**config.mk**
```make
export PLATFORM = sky130hd
export DESIGN_NAME = heart_rate_calculator
export DESIGN_NICKNAME = d
export VERILOG_FILES = /design/src/rtl/hr_pkg.sv /design/src/rtl/seq_divider.sv /design/src/rtl/heart_rate_calculator.sv
export SDC_FILE = /design/constraint.sdc
export NUM_CORES = 1
export LEC_CHECK = 0
export BUFFER_PORTS_ARGS = -buffer_cell sky130_fd_sc_hd__buf_2
export CORE_ASPECT_RATIO = 1.2
export CORE_MARGIN = 2
export CORE_UTILIZATION = 40
export CTS_CLUSTER_DIAMETER = 80
export DETAILED_ROUTE_END_ITERATION = 7
export PLACE_DENSITY = 0.56
export SYNTH_ARGS = -nofsm -noshare
export SYNTH_HDL_FRONTEND = slang
export SYNTH_SLANG_ARGS = --single-unit
export TNS_END_PERCENT = 100
```
**constraint.sdc**
```tcl
create_clock -name clk -period 3.9 [get_ports clk]
set_input_delay 0.585 -clock clk [delete_from_list [all_inputs] [get_ports clk]]
set_output_delay 0.585 -clock clk [all_outputs]
set_load 0.05 [all_outputs]
```
**src/rtl/hr_pkg.sv**
```systemverilog
// Shared definitions for the heart-rate calculator and its divider.
// Latency: n/a (constants, types and elaboration-time helpers only).
// Backpressure: n/a.
package hr_pkg;

  localparam int SEC_PER_MIN = 60;

  typedef enum logic [1:0] {
    IDLE   = 2'd0,
    DIVIDE = 2'd1,
    DONE   = 2'd2
  } div_state_t;

  // Samples per minute: the numerator scale that turns an average interval into BPM.
  function automatic int bpm_scale(input int sample_rate);
    return SEC_PER_MIN * sample_rate;
  endfunction

  // Divider width: must hold the largest numerator, BPM_SCALE * AVG_DEPTH.
  function automatic int num_w(input int sample_rate, input int avg_depth);
    return $clog2(bpm_scale(sample_rate) * avg_depth + 1);
  endfunction

endpackage

```
**src/rtl/seq_divider.sv**
```systemverilog
// Restoring unsigned divider, one quotient bit per cycle.
// Latency: start sampled in IDLE does bit 1, W-1 more cycles in DIVIDE, then one cycle in DONE.
// Backpressure: none; start is ignored unless IDLE, abort returns to IDLE at once.
// Ports: clk, rst (async active-low), i_start, i_abort, i_dividend, i_divisor,
//        o_busy (state != IDLE), o_done (high while in DONE), o_quot (valid in DONE).
module seq_divider
  import hr_pkg::*;
#(
  parameter int W = 16
) (
  input  logic         clk,
  input  logic         rst,
  input  logic         i_start,
  input  logic         i_abort,
  input  logic [W-1:0] i_dividend,
  input  logic [W-1:0] i_divisor,
  output logic         o_busy,
  output logic         o_done,
  output logic [W-1:0] o_quot
);

  localparam int CW = $clog2(W + 1);

  div_state_t    r_state;
  logic [W-1:0]  r_rem;
  logic [W-1:0]  r_quot;
  logic [W-1:0]  r_div;
  logic [CW-1:0] r_cnt;

  logic [W-1:0]  w_src_rem;
  logic [W-1:0]  w_src_quot;
  logic [W-1:0]  w_src_div;
  logic [W:0]    w_shift;
  logic          w_ge;
  logic [W-1:0]  w_rem_nxt;
  logic [W-1:0]  w_quot_nxt;

  // One restoring step. In IDLE the step runs on the fresh operands so the
  // load cycle already produces the first quotient bit.
  always_comb begin
    w_src_rem  = (r_state == IDLE) ? '0         : r_rem;
    w_src_quot = (r_state == IDLE) ? i_dividend : r_quot;
    w_src_div  = (r_state == IDLE) ? i_divisor  : r_div;
    w_shift    = {w_src_rem, w_src_quot[W-1]};
    w_ge       = (w_shift >= {1'b0, w_src_div});
    // Partial remainder is always below the divisor, so W bits suffice.
    w_rem_nxt  = w_ge ? W'(w_shift - {1'b0, w_src_div}) : W'(w_shift);
    w_quot_nxt = {w_src_quot[W-2:0], w_ge};
  end

  always_ff @(posedge clk or negedge rst) begin
    if (!rst) begin
      r_state <= IDLE;
      r_rem   <= '0;
      r_quot  <= '0;
      r_div   <= '0;
      r_cnt   <= '0;
    end else if (i_abort) begin
      r_state <= IDLE;
    end else begin
      case (r_state)
        IDLE: begin
          if (i_start) begin
            r_rem   <= w_rem_nxt;
            r_quot  <= w_quot_nxt;
            r_div   <= i_divisor;
            r_cnt   <= CW'(1);
            r_state <= DIVIDE;
          end
        end
        DIVIDE: begin
          r_rem  <= w_rem_nxt;
          r_quot <= w_quot_nxt;
          r_cnt  <= r_cnt + CW'(1);
          if (r_cnt == CW'(W - 1)) r_state <= DONE;
        end
        DONE:    r_state <= IDLE;
        default: r_state <= IDLE;
      endcase
    end
  end

  assign o_busy = (r_state != IDLE);
  assign o_done = (r_state == DONE);
  assign o_quot = r_quot;

endmodule

```
**src/rtl/heart_rate_calculator.sv**
```systemverilog
// Beat interval measurement, running average over AVG_DEPTH intervals, BPM via sequential divide.
// Latency: beat one cycle after the accepted edge; bpm_valid NUM_W+2 cycles after a push.
// Backpressure: none; the refractory window guarantees the divider is idle at every push.
// Ports: clk, rst (async active-low), peak_detected (level);
//        bpm, bpm_valid (strobe), beat (strobe), no_signal (level), busy (divider running).
module heart_rate_calculator
  import hr_pkg::*;
#(
  parameter int SAMPLE_RATE = 256,
  parameter int REFRACTORY  = 64,
  parameter int TIMEOUT     = 768,
  parameter int AVG_DEPTH   = 4,
  parameter int CNT_W       = 12,
  parameter int BPM_W       = 8
) (
  input  logic             clk,
  input  logic             rst,
  input  logic             peak_detected,
  output logic [BPM_W-1:0] bpm,
  output logic             bpm_valid,
  output logic             beat,
  output logic             no_signal,
  output logic             busy
);

  localparam int BPM_SCALE = bpm_scale(SAMPLE_RATE);
  localparam int NUM_W     = num_w(SAMPLE_RATE, AVG_DEPTH);
  localparam int PTR_W     = $clog2(AVG_DEPTH);
  localparam int FILL_W    = PTR_W + 1;
  localparam int SUM_W     = CNT_W + PTR_W;

  localparam logic [CNT_W-1:0]  CNT_MAX  = CNT_W'(TIMEOUT);
  localparam logic [CNT_W-1:0]  CNT_REFR = CNT_W'(REFRACTORY);
  localparam logic [FILL_W-1:0] FILL_MAX = FILL_W'(AVG_DEPTH);
  localparam logic [NUM_W-1:0]  QUOT_MAX = NUM_W'(2 ** BPM_W - 1);

  logic              r_peak_q;
  logic [CNT_W-1:0]  r_cnt;
  logic              r_armed;
  logic [CNT_W-1:0]  r_buf [AVG_DEPTH];
  logic [PTR_W-1:0]  r_wr;
  logic [FILL_W-1:0] r_fill;
  logic [SUM_W-1:0]  r_sum;
  logic              r_push_q;
  logic [BPM_W-1:0]  r_bpm;
  logic              r_bpm_valid;
  logic              r_beat;
  logic              r_no_signal;

  logic              w_edge;
  logic              w_timeout;
  logic              w_past_refr;
  logic              w_accept;
  logic              w_push;
  logic [NUM_W-1:0]  w_dividend;
  logic [NUM_W-1:0]  w_divisor;
  logic [NUM_W-1:0]  w_quot;
  logic              w_div_done;
  logic              w_div_busy;
  logic [BPM_W-1:0]  w_bpm_sat;

  assign w_edge      = peak_detected & ~r_peak_q;
  assign w_timeout   = r_armed & (r_cnt == CNT_MAX);
  assign w_past_refr = (r_cnt >= CNT_REFR);
  assign w_accept    = w_edge & (~r_armed | w_past_refr);
  // Timeout has priority: an edge on the timeout cycle only re-arms.
  assign w_push      = w_edge & r_armed & w_past_refr & ~w_timeout;

  // Scaling by fill keeps the average exact while the buffer is still filling.
  assign w_dividend  = NUM_W'(BPM_SCALE * int'(r_fill));
  assign w_divisor   = NUM_W'(r_sum);
  assign w_bpm_sat   = (w_quot > QUOT_MAX) ? {BPM_W{1'b1}} : w_quot[BPM_W-1:0];

  // Operands are taken the cycle after the push, once fill/sum hold the new interval.
  seq_divider #(.W(NUM_W)) u_div (
    .clk        (clk),
    .rst        (rst),
    .i_start    (r_push_q),
    .i_abort    (w_timeout),
    .i_dividend (w_dividend),
    .i_divisor  (w_divisor),
    .o_busy     (w_div_busy),
    .o_done     (w_div_done),
    .o_quot     (w_quot)
  );

  always_ff @(posedge clk or negedge rst) begin
    if (!rst) begin
      r_peak_q    <= 1'b0;
      r_cnt       <= '0;
      r_armed     <= 1'b0;
      r_wr        <= '0;
      r_fill      <= '0;
      r_sum       <= '0;
      r_push_q    <= 1'b0;
      r_bpm       <= '0;
      r_bpm_valid <= 1'b0;
      r_beat      <= 1'b0;
      r_no_signal <= 1'b1;
      for (int i = 0; i < AVG_DEPTH; i++) r_buf[i] <= '0;
    end else begin
      r_peak_q    <= peak_detected;
      r_push_q    <= w_push;
      r_beat      <= 1'b0;
      r_bpm_valid <= 1'b0;
      if (r_cnt != CNT_MAX) r_cnt <= r_cnt + CNT_W'(1);

      if (w_timeout) begin
        r_armed     <= 1'b0;
        r_wr        <= '0;
        r_fill      <= '0;
        r_sum       <= '0;
        r_bpm       <= '0;
        r_no_signal <= 1'b1;
        for (int i = 0; i < AVG_DEPTH; i++) r_buf[i] <= '0;
        if (w_edge) begin
          r_armed <= 1'b1;
          r_cnt   <= CNT_W'(1);
          r_beat  <= 1'b1;
        end
      end else begin
        if (w_accept) begin
          r_armed <= 1'b1;
          r_cnt   <= CNT_W'(1);
          r_beat  <= 1'b1;
        end
        if (w_push) begin
          // The pre-edge count is exactly the distance between the two edges.
          r_sum       <= r_sum - SUM_W'(r_buf[r_wr]) + SUM_W'(r_cnt);
          r_buf[r_wr] <= r_cnt;
          r_wr        <= r_wr + PTR_W'(1);
          if (r_fill != FILL_MAX) r_fill <= r_fill + FILL_W'(1);
          r_no_signal <= 1'b0;
        end
        if (w_div_done) begin
          r_bpm       <= w_bpm_sat;
          r_bpm_valid <= 1'b1;
        end
      end
    end
  end

  assign bpm       = r_bpm;
  assign bpm_valid = r_bpm_valid;
  assign beat      = r_beat;
  assign no_signal = r_no_signal;
  assign busy      = w_div_busy;

endmodule

```
# Yosys cells after proc, flatten, opt, wreduce, memory -nomap -nowiden
# Cells that the tools add are included.
# classes
n_addsub	7
n_mul	1
order_cmp	5
eq_ne	9
muxes	45
bitwise	11
n_reduce_logical	12
# op_table
operator	n
2-to-1 mux 48 bit	2
2-to-1 mux 12 bit	7
2-to-1 mux 16 bit	5
one-hot mux 16 bit (2 select lines)	2
bitwise mux 48 bit	1
2-to-1 mux 14 bit	3
binary-select mux 12 bit (select 2 bit)	1
demux 12 bit (select 2 bit)	1
2-to-1 mux 8 bit	3
greater-or-equal comparator 17 x 14 -> 1 bit	1
> comparator 16 x 8 -> 1 bit, second input constant	1
subtractor 16 bit	1
adder 14 x 12 -> 14 bit	1
subtractor 14 x 12 -> 14 bit	1
adder 12 x 1 -> 12 bit, second input constant	1
== test 12 x 10 -> 1 bit, second input constant	1
greater-or-equal comparator 12 x 7 -> 1 bit, second input constant	1
inequality test 12 x 10 -> 1 bit, second input constant	1
nonzero test 2 bit	6
2-to-1 mux 2 bit	5
one-hot mux 5 bit (2 select lines)	1
2-to-1 mux 1 bit	9
2-to-1 mux 3 bit	3
bitwise AND 1 bit	6
21 further kinds	26
# word_totals
reg_bits	146
out_inout_bits	12
word_cells	110

# Depth between registers and ports, before layout
# depth
depth_word	8
depth_mapped	19

# Cells and area by module
# From an unflattened synthesis, not the netlist that was laid out.
# hier_totals
hier_cells	926
hier_area_um2	8918.6
# by_module_without_submodules
mod	n_inst	cells_each	area_per_inst_um2	seq_area_each_um2
heart_rate_calculator	1	543	5370.2	2328.5
seq_divider	1	383	3548.4	1376.3

# Least setup slack after synthesis
# OpenSTA, ideal clock, no wires.
# synth_path
kind	reg-to-reg
startpoint	register u_div.r_state[0]
endpoint	register u_div.r_rem[14]
arrival_time_ns	4.019
setup_slack_ns	-0.247
path_stages_with_launch	17
period_less_slack_ns	4.147
path_cell_list	dfrtp_1 clkbuf_1 nor2_1 inv_1 buf_1 clkbuf_1 o21ai_0 ha_1 inv_1 fa_1 a21oi_1 o21ai_0 o21ai_0 a21oi_1 a2111oi_0 xor2_1 o21ai_0
# synth_between
elab_chain_cells	6
# synth_rtl
item	line	source
start: declaration	seq_divider.sv:24	div_state_t r_state;
start signal: assignment	seq_divider.sv:53	r_state <= IDLE;
start signal: assignment	seq_divider.sv:59	r_state <= IDLE;
start signal: assignment	seq_divider.sv:68	r_state <= DIVIDE;
logical NOT 2 bit	n/a	
2-to-1 mux 16 bit (tied with other cells)	seq_divider.sv:42	w_src_quot = (r_state == IDLE) ? i_dividend : r_quot;
subtractor 16 bit / greater-or-equal comparator 17 x 14 -> 1 bit (equally long branches)	seq_divider.sv:47, seq_divider.sv:45	
2-to-1 mux 16 bit	seq_divider.sv:47	w_rem_nxt = w_ge ? W'(w_shift - {1'b0, w_src_div}) : W'(w_shift);
2-to-1 mux 16 bit	seq_divider.sv:63	if (i_start) begin
one-hot mux 16 bit (2 select lines)	seq_divider.sv:61	case (r_state)
end signal: assignment	seq_divider.sv:64	r_rem <= w_rem_nxt;
end signal: assignment	seq_divider.sv:72	r_rem <= w_rem_nxt;
end: declaration	seq_divider.sv:25	logic [W-1:0] r_rem;
# Several ways; a longest one is shown, not always the timed one. The select of a mux whose other input is x is not followed.
# A chain may end at the register's enable or synchronous reset.

# Worst setup path after layout
# layout_path
startpoint	register r_fill[0]
endpoint	register u_div.r_rem[12]
# layout_between
elab_chain_cells	6
# layout_rtl
item	line	source
start: declaration	heart_rate_calculator.sv:42	logic [FILL_W-1:0] r_fill;
start signal: assignment	heart_rate_calculator.sv:132	if (r_fill != FILL_MAX) r_fill <= r_fill + FILL_W'(1);
multiplier 4 x 3 -> 6 bit *	heart_rate_calculator.sv:70	assign w_dividend = NUM_W'(BPM_SCALE * int'(r_fill));
2-to-1 mux 16 bit *	seq_divider.sv:42	
subtractor 16 bit / greater-or-equal comparator 17 x 14 -> 1 bit (equally long branches)	seq_divider.sv:47, seq_divider.sv:45	
2-to-1 mux 16 bit *	seq_divider.sv:47	
2-to-1 mux 16 bit	seq_divider.sv:63	
one-hot mux 16 bit (2 select lines) *	seq_divider.sv:61	
# Mark *: on every way between the ends. The rest lies on a longest branch, timed or not. The select of a mux whose other input is x is not followed.

==> impl_metrics.env <==
export IMPL_final_nets=984
export IMPL_crit_path_end_kind="register"
export IMPL_grt_first_pass_wirelength_mm=31.67
export IMPL_hold_viol_final=0
export IMPL_synth_edf_count=0
export IMPL_reg2reg_depth=20
export IMPL_fmax_mhz=264.5
export IMPL_dp_hpwl_mm=12.93
export IMPL_wire_per_inst_um=15.16
export IMPL_die_w_um=136.0
export IMPL_critPathKind="reg -> reg"
export IMPL_cts_sinks=146
export IMPL_period_share_pct=96.92
export IMPL_cp_arrival_ns=4.09
export IMPL_start_util_pct=40.98
export IMPL_synth_cells=902
export IMPL_min_period_ns=3.780
export IMPL_worst_hold_slack_ns=0.2220
export IMPL_yosysMostFrequentCell="nand2_1"
export IMPL_via_count=6074
export IMPL_firstDrtPassIters=4
export IMPL_crit_path_max_fanout=3
export IMPL_synth_commonest_cells="168 x nand2_1, 145 x dfrtp_1, 96 x o21ai_0"
export IMPL_cts_buffers=17
export IMPL_synth_area_per_cell_um2=9.267
export IMPL_syn_to_final_growth_pct=15.01
export IMPL_antenna_cells=0
export IMPL_seq_area_mm2=0.003655
export IMPL_min_path_type="in -> async"
export IMPL_ys_warnings_count=0
export IMPL_netlist_area_mm2=0.008359
export IMPL_status="finished, final reports clean"
export IMPL_ys_types=57
export IMPL_yosysTopAreaCell="dfrtp_1"
export IMPL_yosys_top_cells_area="dfrtp_1 43%, nand2_1 7.5%, ha_1 6.3%"
export IMPL_insertion_delay_ns=0.42
export IMPL_ys_async_sr_fraction_pct=100.0
export IMPL_finClkSkew_ns=0.01006
export IMPL_overflow=0
export IMPL_synth_seq_cells=146
export IMPL_worst_ep_required_time_ns=4.21
export IMPL_multiInputGateArea_mm2=0.004354
export IMPL_clkTransAtPathRegs_ns=0.06
export IMPL_die_h_um=162.4
export IMPL_cts_tree="done"
export IMPL_cts_root_buf="clkbuf_16"
export IMPL_holdBufCountCts=0
export IMPL_grt_pass1_vias=6125
export IMPL_grt_max_degree=89
export IMPL_rows=57
export IMPL_drc=0
export IMPL_syn_num_nets=963
export IMPL_synth_top_area_share_pct=43.41
export IMPL_rsz0062_at_grt="yes"
export IMPL_antenna_found_initial=0
export IMPL_drt_wl_total_mm=18.21
export IMPL_critPathLaunchType="register"
export IMPL_max_cap_violations=0
export IMPL_synth_main_ff_cell="dfrtp_1"
export IMPL_antenna_left=0
export IMPL_dieArea_mm2=0.02208
export IMPL_fillers=1978
export IMPL_yosysSeqAreaShare_pct=43.72
export IMPL_drt_iter0_drc=278
export IMPL_r2r_start="r_fill[0]$_DFFE_PN0P_"
export IMPL_slew_violations=0
export IMPL_cts_path_max_buffers=2
export IMPL_setup_violations=0
export IMPL_r2r_setup_slack_ns=0.12
export IMPL_crit_start="r_fill[0]$_DFFE_PN0P_"
export IMPL_grtUsageTotal_pct=18.09
export IMPL_num_io_pins=15
export IMPL_coreArea_mm2=0.02040
export IMPL_rr_endpoint="u_div.r_rem[12]$_DFFE_PN0P_"
export IMPL_gp_congestion=0.8129
export IMPL_cts_max_level=4
export IMPL_tightest_slew_ns=1.183
export IMPL_drive_gt1_share_pct=12.61
export IMPL_slew_headroom_pct=21.15
export IMPL_port_buffers=14
export IMPL_vias_per_cell=5.057
-- metrics by stage --
step | TNS, ns | utilization [%] | worst slack [ns] | area (um2) | cells
6_report | 0 | 47.14 | 0.1200 | 9614 | 1201
5_1_grt | -0.1399 | 47.14 | -0.07524 | 9614 | 1201
4_1_cts | 0 | 46.61 | 0.02900 | 9508 | 1200
3_5_place_dp | -0.3182 | 43.37 | -0.1608 | 8846 | 1167
3_3_place_gp | -0.1354 | 43.37 | -0.08430 | 8846 | 1167
2_1_floorplan | 0 | - | 0.01624 | 8366 | 902
-- layout by cell type, fill, tap and decap left out, drive strengths merged, types with 22 or more instances in the layout --
cell   instances
nand2        169
dfrtp        145
o21ai         97
inv           73
nor2          52
buf           46
ha            42
a21oi         37
nand3         34
mux2i         29
xnor2         22
-- sequential cells by signal, summed over array words and instances (netlist names), 2 cells and up --
signal,cells
u_div.r_cnt,5
u_div.r_state,2
r_cnt,12
bpm,8
r_buf,48
u_div.r_rem,16
u_div.r_div,14
r_wr,2
u_div.o_quot,16
r_fill,3
r_sum,14
-- worst max-delay path by stage --
stage                                              to  slack, ns  cells past startpoint
after CTS                 u_div.r_rem[12]$_DFFE_PN0P_       0.03                     20
final                     u_div.r_rem[12]$_DFFE_PN0P_       0.12                     20
after global routing      u_div.r_rem[12]$_DFFE_PN0P_      -0.08                     20
after global placement    u_div.r_rem[14]$_DFFE_PN0P_      -0.08                     19
after floorplan           u_div.r_rem[14]$_DFFE_PN0P_       0.02                     19
after detailed placement  u_div.r_rem[14]$_DFFE_PN0P_      -0.16                     19
-- worst max-delay path: stages (launching register included) --
cell and delay, ns:
dfrtp_1 0.36, inv_2 0.05, fa_1 0.54, inv_2 0.06, ha_4 0.21, a21oi_2 0.12
nor2_1 0.05, nor2_1 0.13, xnor2_1 0.07, mux2i_1 0.21, ha_2 0.23, inv_2 0.04
fa_2 0.41, a21oi_4 0.17, o21ai_4 0.09, o21ai_2 0.16, buf_4 0.14, nand2_2 0.04
a31oi_2 0.20, xnor2_1 0.09, a221o_1 0.28
-- kinds of logic after synthesis --
family          share of synthesized area [%]
fa+ha+maj                               10.12
simple gates                            17.44
compound gates                          12.20
buf+inv                                 5.598
mux                                     6.840
flops                                   43.72
xor+xnor                                4.086
-- routing by layer --
| metal | global-route usage (%) | vias up | share of wire (%) |
|---|---|---|---|
| met3 | 3.143 | 17 | 2.0 |
| met4 | 4.688 | 0 | 1.2 |
| met5 | 0 | - | 0 |
| li1 | - | 3082 | - |
| met2 | 31.34 | 62 | 51 |
| met1 | 23.42 | 2913 | 46 |
-- final cells by class --
cell class                      count  area share (%)
Inverter                           68           2.655
Multi-Input combinational cell    644           45.29
Sequential cell                   146           38.01
Timing Repair Buffer               46           3.982
Clock inverter                     12           1.757
Clock buffer                       20           4.854
Tap cell                          265           3.449
-- repair_timing --
action                                  CTS  global route
resized for setup                         8            19
setup buffers                             1             1
endpoints found under the setup margin    4            16
pin swaps                                 5            10
hold endpoints to repair                  0             0
Power is not shown: default switching activity piles up to over one toggle a cycle in this logic, so the estimate is an artifact.
